==> src/rtl/console_pkg.sv <==
// Shared constants, state encoding and byte classification
// for the text-console controller.
package console_pkg;

  localparam logic [7:0] CH_BS    = 8'h08;
  localparam logic [7:0] CH_TAB   = 8'h09;
  localparam logic [7:0] CH_LF    = 8'h0A;
  localparam logic [7:0] CH_FF    = 8'h0C;
  localparam logic [7:0] CH_CR    = 8'h0D;
  localparam logic [7:0] CH_LEFT  = 8'h11;
  localparam logic [7:0] CH_RIGHT = 8'h12;
  localparam logic [7:0] CH_UP    = 8'h13;
  localparam logic [7:0] CH_DOWN  = 8'h14;
  localparam logic [7:0] CH_DEL   = 8'h7F;

  typedef enum logic [1:0] {
    IDLE       = 2'd0,
    CLR_LINE   = 2'd1,
    CLR_SCREEN = 2'd2
  } state_t;

  function automatic logic is_print(input logic [7:0] c);
    return (c >= 8'h20) && (c <= 8'h7E);
  endfunction

endpackage

==> src/rtl/console_addr.sv <==
// Logical (row, col) to video RAM address through the
// circular row base; one wrap-subtract, no general modulo.
module console_addr #(
  parameter int COLS = 40,
  parameter int ROWS = 30,
  parameter int XW   = $clog2(COLS),
  parameter int YW   = $clog2(ROWS),
  parameter int AW   = 13
) (
  input  logic [YW-1:0] row,
  input  logic [XW-1:0] col,
  input  logic [YW-1:0] base,
  output logic [AW-1:0] addr
);

  logic [YW:0]   sum;
  logic [YW:0]   wrapped;
  logic [YW-1:0] phys;

  always_comb begin
    sum     = {1'b0, base} + {1'b0, row};
    wrapped = sum;
    if (sum >= (YW+1)'(ROWS))
      wrapped = sum - (YW+1)'(ROWS);
    phys = wrapped[YW-1:0];
    addr = AW'(phys) * AW'(COLS) + AW'(col);
  end

endmodule

==> src/rtl/console_ctrl.sv <==
// Byte-stream console: cursor control, VRAM writes,
// hardware scroll via row_base, line/screen clear.
module console_ctrl #(
  parameter int COLS = 40,
  parameter int ROWS = 30,
  parameter int TAB  = 8,
  parameter int XW   = $clog2(COLS),
  parameter int YW   = $clog2(ROWS),
  parameter int AW   = 13
) (
  input  logic          clk,
  input  logic          rst,
  input  logic          rcv,
  input  logic [7:0]    data_i,
  output logic [XW-1:0] cursor_x,
  output logic [YW-1:0] cursor_y,
  output logic [YW-1:0] row_base,
  output logic          write,
  output logic [AW-1:0] addr_vram,
  output logic [7:0]    character,
  output logic          busy,
  output logic          overrun
);

  import console_pkg::*;

  localparam logic [XW-1:0] XMAX  = XW'(COLS-1);
  localparam logic [YW-1:0] YMAX  = YW'(ROWS-1);
  localparam logic [AW-1:0] AMAX  = AW'(COLS*ROWS-1);
  localparam logic [XW:0]   TMASK = (XW+1)'(TAB-1);

  state_t        state;
  logic [XW-1:0] clr_col;
  logic [AW-1:0] clr_cnt;
  logic [XW-1:0] wx;
  logic [YW-1:0] wy;
  logic [AW-1:0] cur_addr;
  logic [AW-1:0] line_addr;
  logic [XW:0]   tab_x;
  logic          is_bs;
  logic          take;
  logic          do_nl;

  // Backspace addresses the cell it moves onto, not the current one.
  always_comb begin
    is_bs = (data_i == CH_BS) || (data_i == CH_DEL);
    wx    = cursor_x;
    wy    = cursor_y;
    if (is_bs) begin
      if (cursor_x != '0) begin
        wx = cursor_x - 1'b1;
      end else begin
        wx = XMAX;
        wy = cursor_y - 1'b1;
      end
    end
    tab_x = ({1'b0, cursor_x} | TMASK) + 1'b1;
    take  = rcv && !busy && (state == IDLE);
    do_nl = take && ((is_print(data_i) && cursor_x == XMAX)
                     || data_i == CH_LF);
  end

  console_addr #(
    .COLS(COLS), .ROWS(ROWS), .XW(XW), .YW(YW), .AW(AW)
  ) u_cur (
    .row (wy),
    .col (wx),
    .base(row_base),
    .addr(cur_addr)
  );

  // After a scroll the freshly exposed row is the bottom logical row.
  console_addr #(
    .COLS(COLS), .ROWS(ROWS), .XW(XW), .YW(YW), .AW(AW)
  ) u_line (
    .row (YMAX),
    .col (clr_col),
    .base(row_base),
    .addr(line_addr)
  );

  always_ff @(posedge clk or posedge rst) begin
    if (rst) begin
      state     <= IDLE;
      cursor_x  <= '0;
      cursor_y  <= '0;
      row_base  <= '0;
      write     <= 1'b0;
      addr_vram <= '0;
      character <= 8'h00;
      busy      <= 1'b0;
      overrun   <= 1'b0;
      clr_col   <= '0;
      clr_cnt   <= '0;
    end else begin
      write   <= 1'b0;
      overrun <= 1'b0;
      unique case (state)
        IDLE: begin
          busy <= 1'b0;
          if (rcv && busy) begin
            overrun <= 1'b1;
          end else if (take) begin
            unique case (1'b1)
              is_print(data_i): begin
                write     <= 1'b1;
                addr_vram <= cur_addr;
                character <= data_i;
                cursor_x  <= (cursor_x == XMAX) ? '0
                             : cursor_x + 1'b1;
              end
              data_i == CH_LF: cursor_x <= '0;
              data_i == CH_CR: cursor_x <= '0;
              is_bs: begin
                if (cursor_x != '0 || cursor_y != '0) begin
                  cursor_x  <= wx;
                  cursor_y  <= wy;
                  write     <= 1'b1;
                  addr_vram <= cur_addr;
                  character <= 8'h00;
                end
              end
              data_i == CH_TAB:
                cursor_x <= (tab_x > {1'b0, XMAX}) ? XMAX
                            : tab_x[XW-1:0];
              data_i == CH_LEFT:
                if (cursor_x != '0) cursor_x <= cursor_x - 1'b1;
              data_i == CH_RIGHT:
                if (cursor_x != XMAX) cursor_x <= cursor_x + 1'b1;
              data_i == CH_UP:
                if (cursor_y != '0) cursor_y <= cursor_y - 1'b1;
              data_i == CH_DOWN:
                if (cursor_y != YMAX) cursor_y <= cursor_y + 1'b1;
              data_i == CH_FF: begin
                state   <= CLR_SCREEN;
                busy    <= 1'b1;
                clr_cnt <= '0;
              end
              default: ;
            endcase
          end
          if (do_nl) begin
            if (cursor_y != YMAX) begin
              cursor_y <= cursor_y + 1'b1;
            end else begin
              row_base <= (row_base == YMAX) ? '0
                          : row_base + 1'b1;
              state    <= CLR_LINE;
              busy     <= 1'b1;
              clr_col  <= '0;
            end
          end
        end
        CLR_LINE: begin
          if (rcv) overrun <= 1'b1;
          write     <= 1'b1;
          addr_vram <= line_addr;
          character <= 8'h00;
          clr_col   <= clr_col + 1'b1;
          if (clr_col == XMAX) state <= IDLE;
        end
        CLR_SCREEN: begin
          if (rcv) overrun <= 1'b1;
          write     <= 1'b1;
          addr_vram <= clr_cnt;
          character <= 8'h00;
          clr_cnt   <= clr_cnt + 1'b1;
          if (clr_cnt == AMAX) begin
            state    <= IDLE;
            cursor_x <= '0;
            cursor_y <= '0;
            row_base <= '0;
          end
        end
        default: state <= IDLE;
      endcase
    end
  end

endmodule

==> config.mk <==
export PLATFORM = sky130hd
export DESIGN_NAME = console_ctrl
export DESIGN_NICKNAME = d
export VERILOG_FILES = /design/src/rtl/console_pkg.sv /design/src/rtl/console_addr.sv /design/src/rtl/console_ctrl.sv
export SDC_FILE = /design/constraint.sdc
export NUM_CORES = 1
export LEC_CHECK = 0
export CAP_MARGIN = 20
export CELL_PAD_IN_SITES_DETAIL_PLACEMENT = 1
export CELL_PAD_IN_SITES_GLOBAL_PLACEMENT = 2
export CORE_MARGIN = 2
export CORE_UTILIZATION = 31
export DETAILED_ROUTE_END_ITERATION = 8
export PLACE_DENSITY = 0.84
export SYNTH_ARGS = -nofsm -noshare
export SYNTH_HDL_FRONTEND = slang
export SYNTH_SLANG_ARGS = --single-unit
==> constraint.sdc <==
create_clock -name clk -period 4.73 [get_ports clk]
set_input_delay 1.419 -clock clk [delete_from_list [all_inputs] [get_ports clk]]
set_output_delay 1.419 -clock clk [all_outputs]
set_load 0.05 [all_outputs]
-- Word-level counts from Yosys, hierarchy flattened
Cells that the tools add are included.
- add/sub/neg operators: 14
- mux-type cells: 68
- $lt $le $gt $ge: 5
- equal/unequal tests: 30
- reductions and logical operators: 27
- multiply operators: 2
- operators by type and width (operator ; count):
    two-way mux 13 bit ; 6
    two-way mux 5 bit ; 15
    two-way mux 6 bit ; 12
    case mux 13 bit (2 select lines) ; 2
    == test 8 x 4 -> 1 bit (second input constant) ; 5
    case mux 13 bit (3 select lines) ; 1
    case mux 6 bit (6 select lines) ; 1
    == test 8 x 5 -> 1 bit (second input constant) ; 4
    case mux 8 bit (2 select lines) ; 2
    adder 11 x 6 -> 12 bit ; 2
    two-way mux 8 bit ; 3
    case mux 6 bit (2 select lines) ; 2
    case mux 5 bit (2 select lines) ; 2
    multiplier 5 x 3 -> 8 bit (second input constant) ; 2
    case mux 5 bit (3 select lines) ; 1
    two-way mux 2 bit ; 7
    adder 13 x 1 -> 13 bit (second input constant) ; 1
    == test 13 x 11 -> 1 bit (second input constant) ; 1
    adder 6 x 1 -> 6 bit (second input constant) ; 2
    == test 6 bit (second input constant) ; 2
    greater-or-equal comparator 6 x 5 -> 1 bit (second input constant) ; 2
    != test 2 bit (second input constant) ; 6
    adder 5 x 1 -> 5 bit (second input constant) ; 2
    two-way mux 1 bit ; 10
    35 further kinds ; 53
- flip-flop bits (word level): 61
- input bits: 11
- logic and storage cells: 157

-- Longest topological paths before layout
Gate-level depths: netlist of run 1.
- word-level depth: 13
- depth in mapped cells: 26

-- Hierarchy
From an unflattened synthesis of run 1, not the netlist that was laid out.
- cells, all modules: 749
- area, all modules: 6114.6 sq um
- modules (own cells, without submodules) (module ; area each (sq um) ; times used ; cells each ; sequential area each (sq um)):
    console_ctrl ; 4349.2 ; 1 ; 531 ; 1526.5
    console_addr (u_cur) ; 905.9 ; 1 ; 108 ; 0.0
    console_addr (u_line) ; 859.6 ; 1 ; 110 ; 0.0

-- Least setup slack after synthesis of run 1
Ideal clock, no wire load.
- path type: in2reg
- from: in data_i[0]
- to: reg addr_vram[10]
- data required time: 4.636 ns
- cell stages on the path: 25
- path slack: -1.600 ns
- setup time: 0.094 ns
- data arrival time: 6.237 ns
- cells stage by stage: buf_2 nand2_1 nor4_1 a22oi_1 clkbuf_1 nor2_1 xnor2_1 ha_1 fa_1 and3_1 or3_1 and2_1 a21o_1 xnor2_1 inv_1 nor2_1 nor2_1 ha_1 fa_1 nand2_1 nor2_1 nand2_1 nor3_2 xnor2_1 a221oi_2
- word-level cells in the longest chain between the ends: 13
- elaborated cells on any way between the ends: 22
- those cells by class: add/sub: 3; mul: 1; order compare: 3; eq/ne: 4; mux: 8; reduce/logical: 3
- ends and longest elaborated chain (element ; RTL line ; text):
    from (decl) ; console_ctrl.sv:14 ; input logic [7:0] data_i,
    == test 8 x 4 -> 1 bit / == test 8 x 7 -> 1 bit (equally long branches) ; console_ctrl.sv:46 ; is_bs = (data_i == CH_BS) || (data_i == CH_DEL);
    logical OR 1 bit ; console_ctrl.sv:46 ;
    two-way mux 5 bit ; console_ctrl.sv:49 ; if (is_bs) begin
    adder 5 x 5 -> 6 bit ; console_addr.sv:21 ; sum = {1'b0, base} + {1'b0, row};
    subtractor 5 bit / greater-or-equal comparator 6 x 5 -> 1 bit (equally long branches) ; console_addr.sv:24, console_addr.sv:23 ;
    two-way mux 5 bit ; console_addr.sv:23 ; if (sum >= (YW+1)'(ROWS))
    multiplier 5 x 3 -> 8 bit ; console_addr.sv:26 ; addr = AW'(phys) * AW'(COLS) + AW'(col);
    adder 11 x 6 -> 12 bit ; console_addr.sv:26 ;
    two-way mux 13 bit ; console_ctrl.sv:115 ; if (cursor_x != '0 || cursor_y != '0) begin
    case mux 13 bit (2 select lines) ; console_ctrl.sv:104 ; unique case (1'b1)
    two-way mux 13 bit ; console_ctrl.sv:103 ; end else if (take) begin
    two-way mux 13 bit ; console_ctrl.sv:101 ; if (rcv && busy) begin
    case mux 13 bit (3 select lines) ; console_ctrl.sv:98 ; unique case (state)
    to (signal assigned) ; console_ctrl.sv:107 ; addr_vram <= cur_addr;
    to (signal assigned) ; console_ctrl.sv:119 ; addr_vram <= cur_addr;
    to (signal assigned) ; console_ctrl.sv:157 ; addr_vram <= line_addr;
    to (decl) ; console_ctrl.sv:19 ; output logic [AW-1:0] addr_vram,
Parallel ways exist; a longest one is shown, timed or not. The select of a mux whose other input is x is not followed.
A chain may end at the register's enable or synchronous reset.

-- Worst setup path in the final report of run 1
- from: in data_i[5]
- to: reg addr_vram[9]
Same word-level chain as after synthesis.

==> out/qor.csv, run 1 <==
stage;metric;value;unit
synth;syn_area;5390;um^2
finish;multi_input_area;4040;um^2
die;die_h;136;um
clock_network;tritoncts;done;
synth;ys_types;72;
status;status;finished, violations left;
worst_setup_path;crit_path_start_kind;primary input;
detailed_routing;drt-total-wl;20100;um
finish;utilization;44.8;%
finish;nets;892;
clock_network;clk_latency;0.35;ns
grt;grt_first_pass_wirelength;32500;um
synth;synthArstFlopShare;100;%
die;initial_core_util;31.4;%
timing;drv_slew;0;
grt;grt_pass1_vias;6236;
finish;n_antenna_cell;0;
worst_setup_path;required;4.96;ns
detailed_routing;viasPerCell;5.42;
detailed_routing;wl_met2;10500;um
worst_setup_path;slowest_delay;0.57;ns
worst_setup_path;crit_type;in -> reg;
grt;antenna_found_initial;0;
synth;synth_enable_flop_cells;0;
detailed_routing;met3_wirelength;493;um
power;p_leak;3.43;nW
synth;ys_ff_latch;61;
placed_design;placed_area;6880;um^2
timing;timing.final.ws_setup;-0.952;ns
synth;synth_nets;747;
power;power_density;696;nW/um^2
worst_setup_path;cpMaxStageDelayCell;fa_2;
clock_network;path_clk_slew;0.06;ns
finish;fillers;2078;
placed_design;dp_hpwl;14700;um
detailed_routing;drc;0;
die;placeableCoreArea;17200;um^2
clock_network;hold_buffers;0;
timing;hold_violations;0;
clock_network;cts.sinks;61;
timing;tns;-6.36;ns
placed_design;port_buffers;50;
timing;rsz0062_at_grt;yes;
clock_network;clockRootBuffer;clkbuf_16;
grt;grt_max_degree;27;
detailed_routing;drt-wirelength-per-cell;18.8;um
timing;layout_min_cycle_time;5.68;ns
detailed_routing;maxUsedRoutingLayer;met4;
worst_setup_path;cp-end-kind;flip-flop;
worst_setup_path;cp_data_arrival_time;5.91;ns
synth;ys_warn_count;0;
die;die_x;136;um
finish;layout.area.seq;1530;um^2
worst_setup_path;cpMostUsedCell;buf_6;
synth;synth_ff_type;dfrtp_1;
placed_design;gp_congestion;0.886;
status;violations;setup timing;
detailed_routing;wl_met1;8670;um
timing;post-route-period-util;120;%
worst_hold_path;hold_path_class;reg -> reg;
timing;relSlewSlack;37.1;%
detailed_routing;vias;5773;
finish;final_area;7690;um^2
timing;worst_pin_slew;0.944;ns
detailed_routing;drtAntennaViolNets;0;
synth;syn_avg_cell_area;7.82;um^2
flow_run;cap_violations;0;
die;io_pins;51;
synth;syn_inst;690;
die;die_area;18500;um^2
grt;track_usage;22.3;%
clock_network;cts_buffers;9;
finish;layout-drive-gt1-share;25.6;%
timing;fmax;176;MHz
die;row_count;48;
detailed_routing;drtPass1Iterations;4;
worst_setup_path;cp_max_fo;4;
finish;synthToLayoutAreaGrowth;42.6;%
power;vdd_drop_max;1140;uV
timing;finClkSkew;0.00788;ns
grt;overflow;0;
synth;synth-seq-area-share;28.3;%
detailed_routing;drt_iter0_markers;297;
clock_network;cts.path.max_buffers;2;
timing;setup_viol;8;
worst_setup_path;crit_chain;buf_6, buf_6, nor3_4, and2_4, a22oi_2, nor2_4, xnor2_2, ha_2, fa_2, inv_2, a2111o_1, buf_6, a22o_1, a211oi_2, or2_4, a31oi_4, ha_4, nand2_4, or4_4, o221ai_4, nor2_4, xnor2_2, a221o_1;
clock_network;htreeDepth;3;
cells in the final DEF, fill, tap and decap left out, types with 32 or more instances in the layout:
master,count
inv_1,33
dfrtp_1,61
o21ai_0,53
clkdlybuf4s50_1,42
buf_4,101
nor2_1,53
a21oi_1,32
nand3_1,37
ha_1,36
nand2_1,94
sequential cells by signal (all words and copies together), names as in the netlist:
name       flops
addr_vram     13
clr_cnt       13
character      8
clr_col        6
cursor_x       6
cursor_y       5
row_base       5
state          2
busy           1
overrun        1
write          1
worst paths after layout:
check,slack [ns],cells after the start,end,from
worst max-delay path,-0.95,23,addr_vram[9],data_i[5]
worst min register to register,0.47,2,character[0],character[0]
max in group asynchronous,2.57,3,row_base[4],rst
worst min-delay path,0.47,2,character[0],character[0]
min in group asynchronous,1.41,2,addr_vram[2],rst
worst max register to register,-0.26,22,addr_vram[9],cursor_x[0]
per-layer routing:
metal	up-vias	track usage (%)
li1	2765	-
met1	2887	27.1
met2	87	41.2
met3	34	2.57
met4	0	6.37
met5	-	0
metrics by stage:
stage	power, W	hold WS [ns]	worst slack (ns)	cells
5_1_grt	0.00575	0.498	-1.19	1065
4_1_cts	0.00524	0.481	-0.956	1059
6_report	0.00535	0.471	-0.952	1065
3_3_place_gp	0.00407	0.456	-1.58	1026
2_1_floorplan	0.00312	0.480	-1.08	690
3_5_place_dp	0.00424	0.467	-1.75	1026
area by class of cell:
| type | instances | share of cell area [%] |
|---|---|---|
| clock buffers | 10 | 3.11 |
| clock inverters | 6 | 1.12 |
| inverters | 39 | 1.90 |
| multi-input cells | 563 | 52.6 |
| flip-flops and latches | 61 | 19.9 |
| well taps | 225 | 3.66 |
| repair buffers | 161 | 17.8 |
cell families after synthesis:
kind of cell | after synthesis | share of synthesized area [%]
buf+inv | 66 | 4.69
fa+ha+maj | 46 | 11.4
mux | 8 | 1.58
simple gates | 276 | 24.1
xor+xnor | 38 | 6.17
compound gates | 195 | 23.8
flops | 61 | 28.3
power by group:
part / switching [W] / internal, W / total, W
Clock: 0.000273 / 0.000475 / 0.000748
Sequential: 0.000108 / 0.000629 / 0.000736
Combinational: 0.00223 / 0.00164 / 0.00387
Yosys cell counts (all sizes together) (2+ instances only):
library cell | number | area share [%]
or3 | 4 | 0.46
a31oi | 11 | 1.3
nand4 | 8 | 0.93
nand3 | 37 | 3.4
a22oi | 10 | 1.4
a311oi | 3 | 0.49
a211o | 3 | 0.49
and2 | 6 | 0.74
o31ai | 9 | 1.3
clkbuf | 19 | 1.3
a221o | 2 | 0.37
a2111o | 2 | 0.42
o22ai | 4 | 0.46
mux2 | 4 | 0.84
nand2 | 102 | 7.1
nor4b | 3 | 0.49
or2 | 4 | 0.51
nor4 | 2 | 0.23
nor2 | 60 | 4.2
dfrtp | 61 | 28
o21ai | 63 | 5.9
nor2b | 12 | 1.4
a21oi | 38 | 3.5
o2111ai | 4 | 0.77
xor2 | 15 | 2.4
buf | 8 | 0.65
a211oi | 3 | 0.51
o221ai | 3 | 0.60
nand2b | 5 | 0.58
a21o | 9 | 1.3
and3 | 9 | 1.0
ha | 41 | 9.5
fa | 5 | 1.9
inv | 38 | 2.6
a22o | 11 | 1.8
xnor2 | 23 | 3.7
nor3 | 13 | 1.3
nor3b | 7 | 1.1
o211ai | 4 | 0.56
o21a | 2 | 0.28
a221oi | 3 | 0.60
mux2i | 4 | 0.74
worst max-delay path, delay by kind of cell:
kind | cells | cell delay, ns
buffers and inverters | 4 | 0.39
AO/OA/AOI/OAI | 7 | 1.51
AND/OR/NAND/NOR | 7 | 1.29
adder cells (fa/ha/maj) | 3 | 1.05
XOR/XNOR | 2 | 0.23
timing repair:
action	in CTS	in global routing
resized for setup	83	26
setup endpoints to repair	8	8
setup buffers	17	6
pin swaps	32	23
Power figures use the tool's default switching activity.
==> run 2, diff against run 1 <==
--- a/config.mk
+++ b/config.mk
@@ -8,7 +8,6 @@
 export CAP_MARGIN = 20
 export CELL_PAD_IN_SITES_DETAIL_PLACEMENT = 1
 export CELL_PAD_IN_SITES_GLOBAL_PLACEMENT = 2
-export CORE_MARGIN = 2
 export CORE_UTILIZATION = 31
 export DETAILED_ROUTE_END_ITERATION = 8
 export PLACE_DENSITY = 0.84
==> run 2 against run 1 <==
The run still ends with setup timing left. Wire length increased by 2.5%. Final cell count decreased by 0.66%. Clock-buffer cell count unchanged. Combinational power about the same. Clock power about the same. Sequential power increased by 1%.
==> out/qor.csv, run 2 (synthesis results as in run 1) <==
stage;metric;value;unit;change
detailed_routing;drt_iter0_markers;293;;-1.3%
timing;worst_pin_slew;0.960;ns;+0.0164 ns
finish;nets;890;;-0.22%
clock_network;cts_buffers;9;;unchanged
finish;layout.area.seq;1530;um^2;unchanged
worst_setup_path;crit_chain;buf_4, nand2_4, nor4_4, a22oi_2, nor2_4, xnor2_2, ha_2, fa_2, xnor2_2, a2111o_1, buf_6, a22o_1, a211oi_2, or2_4, ha_1, a21oi_2, nand3_1, mux2_1, o2111ai_2, nor2_4, xnor2_2, a221o_1;;
power;seqPwrFrac;13.8;%;about the same
worst_hold_path;min-delay-start;character[5];;
worst_setup_path;slowest_delay;0.45;ns;-0.12 ns
timing;post-route-period-util;121;%;+0.69 points
status;status;finished, violations left;;
die;placeableCoreArea;16800;um^2;-2.4%
clock_network;cts.sinks;61;;unchanged
worst_setup_path;cp_top_family;compound AO/OA/AOI/OAI gates;;
finish;synthToLayoutAreaGrowth;41.8;%;
die;initial_core_util;32.2;%;+0.78 points
placed_design;placed_area;6860;um^2;-0.31%
worst_setup_path;cp-end-kind;flip-flop;;
timing;drv_slew;0;;unchanged
detailed_routing;viasPerCell;5.49;;+1.2%
flow_run;cap_violations;0;;unchanged
grt;grt_max_degree;46;;+70%
grt;overflow;0;;unchanged
clock_network;clockRootBuffer;clkbuf_16;;
detailed_routing;drtPass1Iterations;4;;unchanged
worst_setup_path;required;4.96;ns;about the same
detailed_routing;vias;5805;;+0.55%
detailed_routing;drc;0;;unchanged
clock_network;hold_buffers;0;;unchanged
power;vdd_drop_max;1150;uV;+0.87%
worst_setup_path;cpMostUsedCell;xnor2_2;;
worst_setup_path;cpMaxStageDelayCell;a2111o_1;;
finish;multi_input_area;4030;um^2;-0.31%
power;power_switching_share;48.7;%;-0.068 points
worst_setup_path;r2r_end;addr_vram[9];;
finish;biggestRegsByFlops;addr_vram (13), clr_cnt (13), character (8);;
die;row_count;47;;-2.1%
worst_setup_path;r2r_cells;22;;unchanged
worst_setup_path;cp_data_arrival_time;5.94;ns;+0.03 ns
die;io_pins;51;;unchanged
finish;layout_commonest_cell;buf_4;;
timing;rsz0062_at_grt;yes;;
finish;layout-drive-gt1-share;25.1;%;-0.54 points
die;die_area;17900;um^2;-2.9%
timing;fmax;175;MHz;-0.57%
clock_network;path_clk_slew;0.06;ns;about the same
clock_network;htreeDepth;3;;unchanged
detailed_routing;drt-wirelength-per-cell;19.5;um;+3.2%
worst_setup_path;path_buf_inv;2;;-2
power;power_density;703;nW/um^2;+0.96%
finish;fillers;1983;;-4.6%
timing;timing.final.ws_setup;-0.984;ns;-0.0326 ns
grt;antenna_found_initial;0;;unchanged
timing;hold_violations;0;;unchanged
power;power.clock.fraction;14.0;%;about the same
worst_hold_path;hold_depth;2;;unchanged
finish;final_area;7650;um^2;-0.50%
finish;final_cell_mix;buf_4 (103), nand2_1 (95), dfrtp_1 (61);;
timing;relSlewSlack;36.0;%;-1.1 points
placed_design;dp_hpwl;14700;um;-0.32%
grt;grt_pass1_vias;6480;;+3.9%
finish;utilization;45.7;%;+0.88 points
placed_design;gp_congestion;0.955;;+7.8%
clock_network;cts.path.max_buffers;2;;unchanged
worst_hold_path;hold_end;character[5];;
worst_setup_path;r2r_slack;-0.31;ns;-0.05 ns
die;die_h;134;um;-1.5%
power;power.switching;0.00262;W;+0.31%
timing;finClkSkew;0.0110;ns;+0.00309 ns
timing;setup_viol;8;;unchanged
clock_network;tritoncts;done;;
power;p_leak;3.41;nW;-0.75%
worst_setup_path;cp_max_fo;4;;unchanged
power;p_int;0.00276;W;+0.58%
worst_setup_path;crit_path_start_kind;primary input;;
detailed_routing;drt-total-wl;20600;um;+2.5%
finish;n_antenna_cell;0;;unchanged
clock_network;clk_latency;0.35;ns;about the same
worst_setup_path;path_depth;22;;-4.3%
detailed_routing;drtAntennaViolNets;0;;unchanged
worst_setup_path;crit_type;in -> reg;;
status;violations;setup timing;;
placed_design;port_buffers;50;;unchanged
grt;track_usage;23.7;%;+1.5 points
power;total_power;0.00538;W;+0.45%
power;combPwrFrac;72.2;%;about the same
worst_hold_path;hold_path_class;reg -> reg;;
worst_setup_path;worstReg2RegStart;cursor_x[0];;
die;die_x;134;um;-1.5%
timing;layout_min_cycle_time;5.71;ns;+0.0326 ns
grt;grt_first_pass_wirelength;33300;um;+2.6%
-- run 2: worst register-to-register path: stages (launching register included) --
cell and delay [ns]:
dfrtp_1 0.37, inv_1 0.07, ha_1 0.17, nand2b_1 0.12
nand3b_1 0.28, nor2_4 0.23, xnor2_2 0.08, ha_2 0.19
fa_2 0.37, xnor2_2 0.17, a2111o_1 0.45, buf_6 0.14
a22o_1 0.22, a211oi_2 0.28, or2_4 0.20, ha_1 0.28
a21oi_2 0.21, nand3_1 0.11, mux2_1 0.32, o2111ai_2 0.13
nor2_4 0.08, xnor2_2 0.15, a221o_1 0.30
-- run 2: how the worst max path moves through the flow --
| stage | slack (ns) | end | from |
|---|---|---|---|
| after floorplan | -1.08 | addr_vram[10] | data_i[0] |
| final | -0.98 | addr_vram[9] | data_i[0] |
| after global routing | -1.10 | addr_vram[9] | data_i[0] |
| after global placement | -1.63 | addr_vram[9] | data_i[6] |
| after detailed placement | -1.86 | addr_vram[10] | data_i[6] |
| after CTS | -0.99 | addr_vram[9] | data_i[5] |
-- run 2: routing by layer --
layer / GRT usage [%] / vias up / routed length (um)
met4: 10.7 / 0 / 592
li1: - / 2757 / -
met1: 27.3 / 2903 / 8760
met5: 0 / - / 0
met2: 43.5 / 103 / 10700
met3: 3.21 / 42 / 481
-- run 2: stage by stage --
stage | setup WS [ns] | instances | hold slack (ns) | TNS (ns)
2_1_floorplan | -1.08 | 690 | 0.480 | -5.90
3_3_place_gp | -1.63 | 1019 | 0.453 | -11.21
3_5_place_dp | -1.86 | 1019 | 0.464 | -12.60
4_1_cts | -0.993 | 1052 | 0.476 | -5.57
5_1_grt | -1.10 | 1058 | 0.506 | -7.40
6_report | -0.984 | 1058 | 0.472 | -6.14
-- run 2: final cells by class --
type | instances | area share, %
well taps | 220 | 3.60
flip-flops and latches | 61 | 20.0
inverters | 39 | 1.93
clock inverters | 6 | 1.13
clock buffers | 10 | 3.12
repair buffers | 159 | 17.6
multi-input cells | 563 | 52.7
-- run 2: power groups by stage --
stage,clock (W),sequential (W),combinational [W]
after CTS,0.000762,0.000739,0.00378
after global placement,0,0.000739,0.00333
final,0.000751,0.000743,0.00388
after detailed placement,0,0.000746,0.00350
after global routing,0.000779,0.000758,0.00425
after floorplan,0,0.00110,0.00202
-- run 2: repair_timing --
action / CTS / global route
buffers inserted: 17 / 6
pin swaps: 35 / 24
resized for setup: 86 / 21
setup endpoints to repair: 8 / 8
